===== config.mk =====
export PLATFORM = sky130hd
export DESIGN_NAME = a51_keystream_core_flat
export DESIGN_NICKNAME = d
export VERILOG_FILES = /design/src/rtl/a51_keystream_core_if.sv /design/src/rtl/a51_keystream_core.sv /design/src/flat_wrapper.sv
export SDC_FILE = /design/constraint.sdc
export NUM_CORES = 1
export LEC_CHECK = 0
export CAP_MARGIN = 5
export CORE_ASPECT_RATIO = 0.5
export CORE_MARGIN = 1.5
export CORE_UTILIZATION = 50
export DETAILED_ROUTE_END_ITERATION = 8
export MAX_ROUTING_LAYER = met4
export PLACE_DENSITY = 0.81
export RECOVER_POWER = 50
export SYNTH_ARGS = -nofsm -noshare
export SYNTH_HDL_FRONTEND = slang
export SYNTH_SLANG_ARGS = --single-unit

===== constraint.sdc =====
create_clock -name clk -period 6.33 [get_ports clk]
set_input_delay 1.899 -clock clk [delete_from_list [all_inputs] [get_ports clk]]
set_output_delay 1.899 -clock clk [all_outputs]
set_load 0.1 [all_outputs]

===== src/rtl/a51_keystream_core_if.sv =====
// Request and keystream handshake between the Wishbone register block (master)
// and the A5/1 keystream core (slave).
// The abort signal exists only when A51_CORE_ABORT_EN is defined.
interface a51_keystream_core_if;
    logic        start;
    logic [63:0] key;
    logic [21:0] frame;
    logic        busy;
    logic        done;
    logic [31:0] ks_data;
    logic        ks_valid;
    logic        ks_ready;
    logic        ks_last;
`ifdef A51_CORE_ABORT_EN
    logic        abort;

    modport master (output start, key, frame, ks_ready, abort,
                    input  busy, done, ks_data, ks_valid, ks_last);
    modport slave  (input  start, key, frame, ks_ready, abort,
                    output busy, done, ks_data, ks_valid, ks_last);
`else
    modport master (output start, key, frame, ks_ready,
                    input  busy, done, ks_data, ks_valid, ks_last);
    modport slave  (input  start, key, frame, ks_ready,
                    output busy, done, ks_data, ks_valid, ks_last);
`endif
endinterface


===== src/rtl/a51_keystream_core.sv =====
// A5/1 keystream engine.
// The core loads the key and the frame number into three LFSRs and runs a
// majority-clocked mix. It then packs the keystream MSB-first into 32-bit
// words and delivers them over a valid/ready handshake.
// Optional feature: define A51_CORE_ABORT_EN to add the abort input.
module a51_keystream_core #(
    parameter int KS_BITS    = 228,
    parameter int MIX_CYCLES = 100
) (
    input  logic                clk,
    input  logic                reset,
    a51_keystream_core_if.slave bus
);

    typedef enum logic [2:0] {
        S_IDLE, S_KEY, S_FRAME, S_MIX, S_GEN, S_DRAIN
    } state_t;

    localparam logic [9:0] KS_LAST  = 10'(KS_BITS - 1);
    localparam logic [9:0] MIX_LAST = 10'(MIX_CYCLES - 1);

    state_t      state_q, state_d;
    logic [18:0] r1_q, r1_d, r1_m;
    logic [21:0] r2_q, r2_d, r2_m;
    logic [22:0] r3_q, r3_d, r3_m;
    logic [9:0]  cnt_q, cnt_d;
    logic [31:0] acc_q, acc_d;
    logic [31:0] ks_data_q, ks_data_d;
    logic        ks_valid_q, ks_valid_d;
    logic        ks_last_q, ks_last_d;

    logic        maj, out_m, inj, word_end, last_bit, accept, gen_fire, abort_req;
    logic [31:0] word;

    function automatic logic [18:0] step_r1(input logic [18:0] r);
        return {r[17:0], r[13] ^ r[16] ^ r[17] ^ r[18]};
    endfunction

    function automatic logic [21:0] step_r2(input logic [21:0] r);
        return {r[20:0], r[20] ^ r[21]};
    endfunction

    function automatic logic [22:0] step_r3(input logic [22:0] r);
        return {r[21:0], r[7] ^ r[20] ^ r[21] ^ r[22]};
    endfunction

`ifdef A51_CORE_ABORT_EN
    assign abort_req = bus.abort;
`else
    assign abort_req = 1'b0;
`endif

    // Majority-clocked step candidate and the output bit it produces
    always_comb begin
        maj   = (r1_q[8] & r2_q[10]) | (r1_q[8] & r3_q[10]) | (r2_q[10] & r3_q[10]);
        r1_m  = (r1_q[8]  == maj) ? step_r1(r1_q) : r1_q;
        r2_m  = (r2_q[10] == maj) ? step_r2(r2_q) : r2_q;
        r3_m  = (r3_q[10] == maj) ? step_r3(r3_q) : r3_q;
        out_m = r1_m[18] ^ r2_m[21] ^ r3_m[22];
    end

    // Handshake qualifiers: GEN only advances when a finished word has somewhere to go
    always_comb begin
        accept   = ks_valid_q & bus.ks_ready;
        last_bit = (cnt_q == KS_LAST);
        word_end = (cnt_q[4:0] == 5'd31) | last_bit;
        gen_fire = (state_q == S_GEN) & (~word_end | ~ks_valid_q | bus.ks_ready);
    end

    // FSM state register
    always_ff @(posedge clk or posedge reset) begin
        if (reset) state_q <= S_IDLE;
        else       state_q <= state_d;
    end

    // FSM next-state logic; abort overrides everything including start
    always_comb begin
        state_d = state_q;
        case (state_q)
            S_IDLE:  if (bus.start)             state_d = S_KEY;
            S_KEY:   if (cnt_q == 10'd63)       state_d = S_FRAME;
            S_FRAME: if (cnt_q == 10'd21)       state_d = S_MIX;
            S_MIX:   if (cnt_q == MIX_LAST)     state_d = S_GEN;
            S_GEN:   if (gen_fire && last_bit)  state_d = S_DRAIN;
            S_DRAIN: if (accept)                state_d = S_IDLE;
            default:                            state_d = S_IDLE;
        endcase
        if (abort_req) state_d = S_IDLE;
    end

    // FSM outputs: busy from state, done on the final handshake
    always_comb begin
        bus.busy = (state_q != S_IDLE);
        bus.done = (state_q == S_DRAIN) & accept & ~abort_req;
    end

    assign bus.ks_data  = ks_data_q;
    assign bus.ks_valid = ks_valid_q;
    assign bus.ks_last  = ks_last_q;

    // Datapath next values: LFSR loading/stepping, counters and word packing
    always_comb begin
        r1_d       = r1_q;
        r2_d       = r2_q;
        r3_d       = r3_q;
        cnt_d      = cnt_q;
        acc_d      = acc_q;
        ks_data_d  = ks_data_q;
        ks_valid_d = ks_valid_q;
        ks_last_d  = ks_last_q;
        inj        = (state_q == S_KEY) ? bus.key[cnt_q[5:0]] : bus.frame[cnt_q[4:0]];
        word       = {acc_q[30:0], out_m};

        if (accept) begin
            ks_valid_d = 1'b0;
            ks_last_d  = 1'b0;
        end

        case (state_q)
            S_IDLE: begin
                if (bus.start) begin
                    r1_d  = '0;
                    r2_d  = '0;
                    r3_d  = '0;
                    cnt_d = '0;
                    acc_d = '0;
                end
            end
            S_KEY, S_FRAME: begin
                r1_d = step_r1(r1_q) ^ {18'd0, inj};
                r2_d = step_r2(r2_q) ^ {21'd0, inj};
                r3_d = step_r3(r3_q) ^ {22'd0, inj};
                if ((state_q == S_KEY && cnt_q == 10'd63) || (state_q == S_FRAME && cnt_q == 10'd21))
                    cnt_d = '0;
                else
                    cnt_d = cnt_q + 10'd1;
            end
            S_MIX: begin
                r1_d  = r1_m;
                r2_d  = r2_m;
                r3_d  = r3_m;
                cnt_d = (cnt_q == MIX_LAST) ? 10'd0 : cnt_q + 10'd1;
            end
            S_GEN: begin
                if (gen_fire) begin
                    r1_d  = r1_m;
                    r2_d  = r2_m;
                    r3_d  = r3_m;
                    cnt_d = cnt_q + 10'd1;
                    if (word_end) begin
                        // Left-justify a short final word; a full word shifts by zero
                        ks_data_d  = word << (5'd31 - cnt_q[4:0]);
                        ks_valid_d = 1'b1;
                        ks_last_d  = last_bit;
                        acc_d      = '0;
                    end else begin
                        acc_d = word;
                    end
                end
            end
            default: ;
        endcase

        if (abort_req) begin
            ks_valid_d = 1'b0;
            ks_last_d  = 1'b0;
            acc_d      = '0;
            cnt_d      = '0;
        end
    end

    // Datapath registers, all cleared by reset
    always_ff @(posedge clk or posedge reset) begin
        if (reset) begin
            r1_q       <= '0;
            r2_q       <= '0;
            r3_q       <= '0;
            cnt_q      <= '0;
            acc_q      <= '0;
            ks_data_q  <= '0;
            ks_valid_q <= 1'b0;
            ks_last_q  <= 1'b0;
        end else begin
            r1_q       <= r1_d;
            r2_q       <= r2_d;
            r3_q       <= r3_d;
            cnt_q      <= cnt_d;
            acc_q      <= acc_d;
            ks_data_q  <= ks_data_d;
            ks_valid_q <= ks_valid_d;
            ks_last_q  <= ks_last_d;
        end
    end

endmodule

===== src/flat_wrapper.sv =====
// flat-port wrapper written by rule: the top's interface ports become plain ports
module a51_keystream_core_flat 
#(
    parameter int KS_BITS    = 228,
    parameter int MIX_CYCLES = 100
)
  (clk, reset, bus_start, bus_key, bus_frame, bus_ks_ready, bus_busy, bus_done, bus_ks_data, bus_ks_valid, bus_ks_last);
  a51_keystream_core_if bus_i ();
  input  logic clk;
  input  logic reset;
  input wire logic [$bits(bus_i.start)-1:0] bus_start;
  input wire logic [$bits(bus_i.key)-1:0] bus_key;
  input wire logic [$bits(bus_i.frame)-1:0] bus_frame;
  input wire logic [$bits(bus_i.ks_ready)-1:0] bus_ks_ready;
  output wire logic [$bits(bus_i.busy)-1:0] bus_busy;
  output wire logic [$bits(bus_i.done)-1:0] bus_done;
  output wire logic [$bits(bus_i.ks_data)-1:0] bus_ks_data;
  output wire logic [$bits(bus_i.ks_valid)-1:0] bus_ks_valid;
  output wire logic [$bits(bus_i.ks_last)-1:0] bus_ks_last;
  assign bus_i.start = bus_start;
  assign bus_i.key = bus_key;
  assign bus_i.frame = bus_frame;
  assign bus_i.ks_ready = bus_ks_ready;
  assign bus_busy = bus_i.busy;
  assign bus_done = bus_i.done;
  assign bus_ks_data = bus_i.ks_data;
  assign bus_ks_valid = bus_i.ks_valid;
  assign bus_ks_last = bus_i.ks_last;
  a51_keystream_core #(.KS_BITS(KS_BITS), .MIX_CYCLES(MIX_CYCLES)) u_core (.clk(clk), .reset(reset), .bus(bus_i));
endmodule

==> out/metrics.csv <==
stage;metric;value;unit
synth;YS warnings;0;
routing;TritonRoute pass-1 iters;5;
worst_setup_path;CP Launch Type;primary input;
global_route;initial antenna violation count;0;
power;Final Total Pwr;3410;uW
synth;asr flop ratio synth;1.00;
outcome;status;finished, final reports clean;
hold_path;Hold Path Depth;2;
sta;final number of setup-violating endpoints;0;
synth;Synthesized Nets;919;
worst_setup_path;Reg-to-Reg Start;u_core.r1_q[8]$_DFFE_PP0P_;
cts;Longest Clk Path Bufs;2;
worst_setup_path;cells on worst reg2reg path;8;
global_route;vias in the first global route;6827;
routing;via/cell ratio;5.98;
cts;htree depth;4;
global_route;GR Overflow Total;0;
power;pwr/cell area;331;nW/um^2
cts;cts repair resizes;0;
worst_setup_path;Setup CP Type;primary input to output pin;
worst_setup_path;CP arrival;2.91;ns
cts;CTS buffer count;17;
cts;hold buffers post-CTS;0;
layout;share of layout cells above drive strength 1;0.117;
power;clock network fraction of total power;0.337;
power;Pint;2190;uW
global_route;first-pass GRT wire length;34900;um
sta;fin. max-slew vios;0;
routing;Vias;6870;
routing;residual DRC count;0;
power;VDD IR max;225;uV
cts;CTS sink cnt;142;
sta;f_max;208;MHz
layout;ANT cells;0;
die;Die Height;94.3;um
sta;Fin Clk Skew;0.0102;ns
placement;RePlAce Congestion;0.908;
die;I/O pin cnt;126;
synth;Post-synth EDFFs;0;
layout;Nets;1007;
cts;Worst-Skew Late Latency;0.41;ns
power;Static Leakage;0.00413;uW
synth;Post-Syn Area;8330;um^2
placement;PortBufs;125;
routing;final WL;20900;um
worst_setup_path;crit path cell chain;dlygate4sd3_1, and4_1, buf_4;
sta;final hold viol count;0;
sta;setup_tns;0;ns
die;num rows;33;
worst_setup_path;max incr delay on CP;0.54;ns
synth;count of cell types in the netlist;65;
synth;ys flop type;dfrtp_1;
placement;DPL Wire Length;14500;um
routing;initial drt markers;729;
routing;routed len/inst;18.2;um
power;register share of total power;0.312;
global_route;total global-route track usage;0.263;
sta;minimum period implied by the final worst setup slack;4.81;ns
die;starting density of the core;0.510;
worst_setup_path;Worst setup EP type;output pin;
sta;measured slew at the worst slew-check pin;1.24;ns
die;core area;16400;um^2
routing;remaining antenna violation count;0;
hold_path;Hold Crit Start;u_core.r2_q[6]$_DFFE_PP0P_;
global_route;largest net degree at the start of global routing;91;
layout;most common cell after layout, fill and taps aside;nand2_1;
synth;#FFs+latches synth;142;
power;Switch Pwr;1220;uW
sta;unrepaired setup endpoints after global routing;false;
synth;Synth Instances;823;
die;die footprint;17500;um^2
worst_setup_path;CP Launch Point;bus_ks_ready;
synth;sequential element share of the synthesized area;0.426;
worst_setup_path;Max FO, Critical Path;2;
die;Die X;186;um
power;Net Sw Frac;0.358;
cts;Root Driver;clkbuf_16;
power;Comb pwr share;0.351;
sta;final worst path period share;0.760;
cts;Post CTS Setup Buffer Count;0;
run;Max-cap violations;0;
sta;Hold Slack;0.479;ns
cts;clk slew on worst S/H paths;0.06;ns
cts;TritonCTS clock tree;yes;
hold_path;Hold Path Class;register to register;
sta;worst rel slew slack;0.175;
layout;Area Growth Syn to Fin;23.9;%
layout;most frequent cells in the layout;nand2_1 (160), dfrtp_1 (138), clkdlybuf4s50_1 (122);
synth;Avg Cell Area, Syn;10.1;um^2
worst_setup_path;Critical Path RT;4.43;ns
worst_setup_path;Worst path slowest cell;dlygate4sd3_1;
[sequential cells by signal, indices dropped and copies added, names as in the netlist]
signal	count
u_core.acc_q	31
u_core.bus.ks_data	32
u_core.bus.ks_last	1
u_core.bus.ks_valid	1
u_core.cnt_q	10
u_core.r1_q	19
u_core.r2_q	22
u_core.r3_q	23
u_core.state_q	3
[metal layers]
layer / global-route usage / up-vias / share of wire
met1: 0.342 / 3443 / 0.44
met3: 0.0407 / 28 / 0.040
met4: 0.0652 / 0 / 0.011
met2: 0.436 / 178 / 0.51
li1: - / 3221 / -
met5: - / - / 0
[final timing paths]
kind	slack, ns	end
worst max-delay path	1.52	bus_done
worst min-delay path	0.48	u_core.r2_q[6]$_DFFE_PP0P_
worst max register to register	2.70	u_core.bus.ks_data[30]$_DFFE_PP0P_
worst min register to register	0.48	u_core.r2_q[6]$_DFFE_PP0P_
max in group asynchronous	3.04	u_core.r1_q[1]$_DFFE_PP0P_
min in group asynchronous	2.11	u_core.r3_q[4]$_DFFE_PP0P_
[cell type report]
type	count	area [um^2]
tap	227	284
fill	1295	6020
multi-input combinational	606	4440
sequential	142	3560
clock buffer	18	439
inverter	6	27.5
clock inverter	12	233
timing repair buffer	138	1340
[per-stage QoR]
stage                     setup WS, ns  instance area [um^2]   util  cells
final                             1.52                 10300  0.632   1149
after global routing              1.49                 10300  0.632   1149
after CTS                         1.59                 10300  0.632   1149
after detailed placement          1.60                  9660  0.591   1119
after global placement            1.58                  9660  0.591   1119
after floorplan                  0.621                  8330      -    823
[critical path, delay by kind of cell]
family,cells,cell delay (ns)
AND/OR/NAND/NOR,1,0.18
buffers and inverters,2,0.82
[synth_stat cells (all sizes together), types with 8 or more instances]
library cell / number / area share
dfrtp: 142 / 0.43
a21oi: 13 / 0.0078
a22oi: 12 / 0.011
nand2: 160 / 0.072
a22o: 41 / 0.043
o211ai: 8 / 0.0072
buf: 27 / 0.019
mux2: 15 / 0.020
nor3: 8 / 0.0048
nor2b: 9 / 0.0068
o21ai: 98 / 0.059
clkbuf: 42 / 0.019
mux2i: 49 / 0.059
mux4: 40 / 0.11
nor2: 31 / 0.014
nand3: 9 / 0.0054
o31ai: 15 / 0.014
[power groups by stage]
stage | Clock [uW] | Sequential [uW] | Combinational [uW]
CTS | 1160 | 1060 | 1200
finish | 1150 | 1060 | 1200
global placement | 0 | 1070 | 1160
floorplan | 0 | 1030 | 990
detailed placement | 0 | 1080 | 1190
global route | 1210 | 1080 | 1320
[cells by family after synthesis]
| group | Yosys count | synth area share |
|---|---|---|
| flops | 142 | 0.426 |
| xor+xnor | 9 | 0.0111 |
| mux | 104 | 0.190 |
| compound gates | 232 | 0.187 |
| buf+inv | 75 | 0.0408 |
| fa+ha+maj | 7 | 0.0102 |
| simple gates | 254 | 0.135 |
No activity file was read; power rests on OpenSTA's default activity.
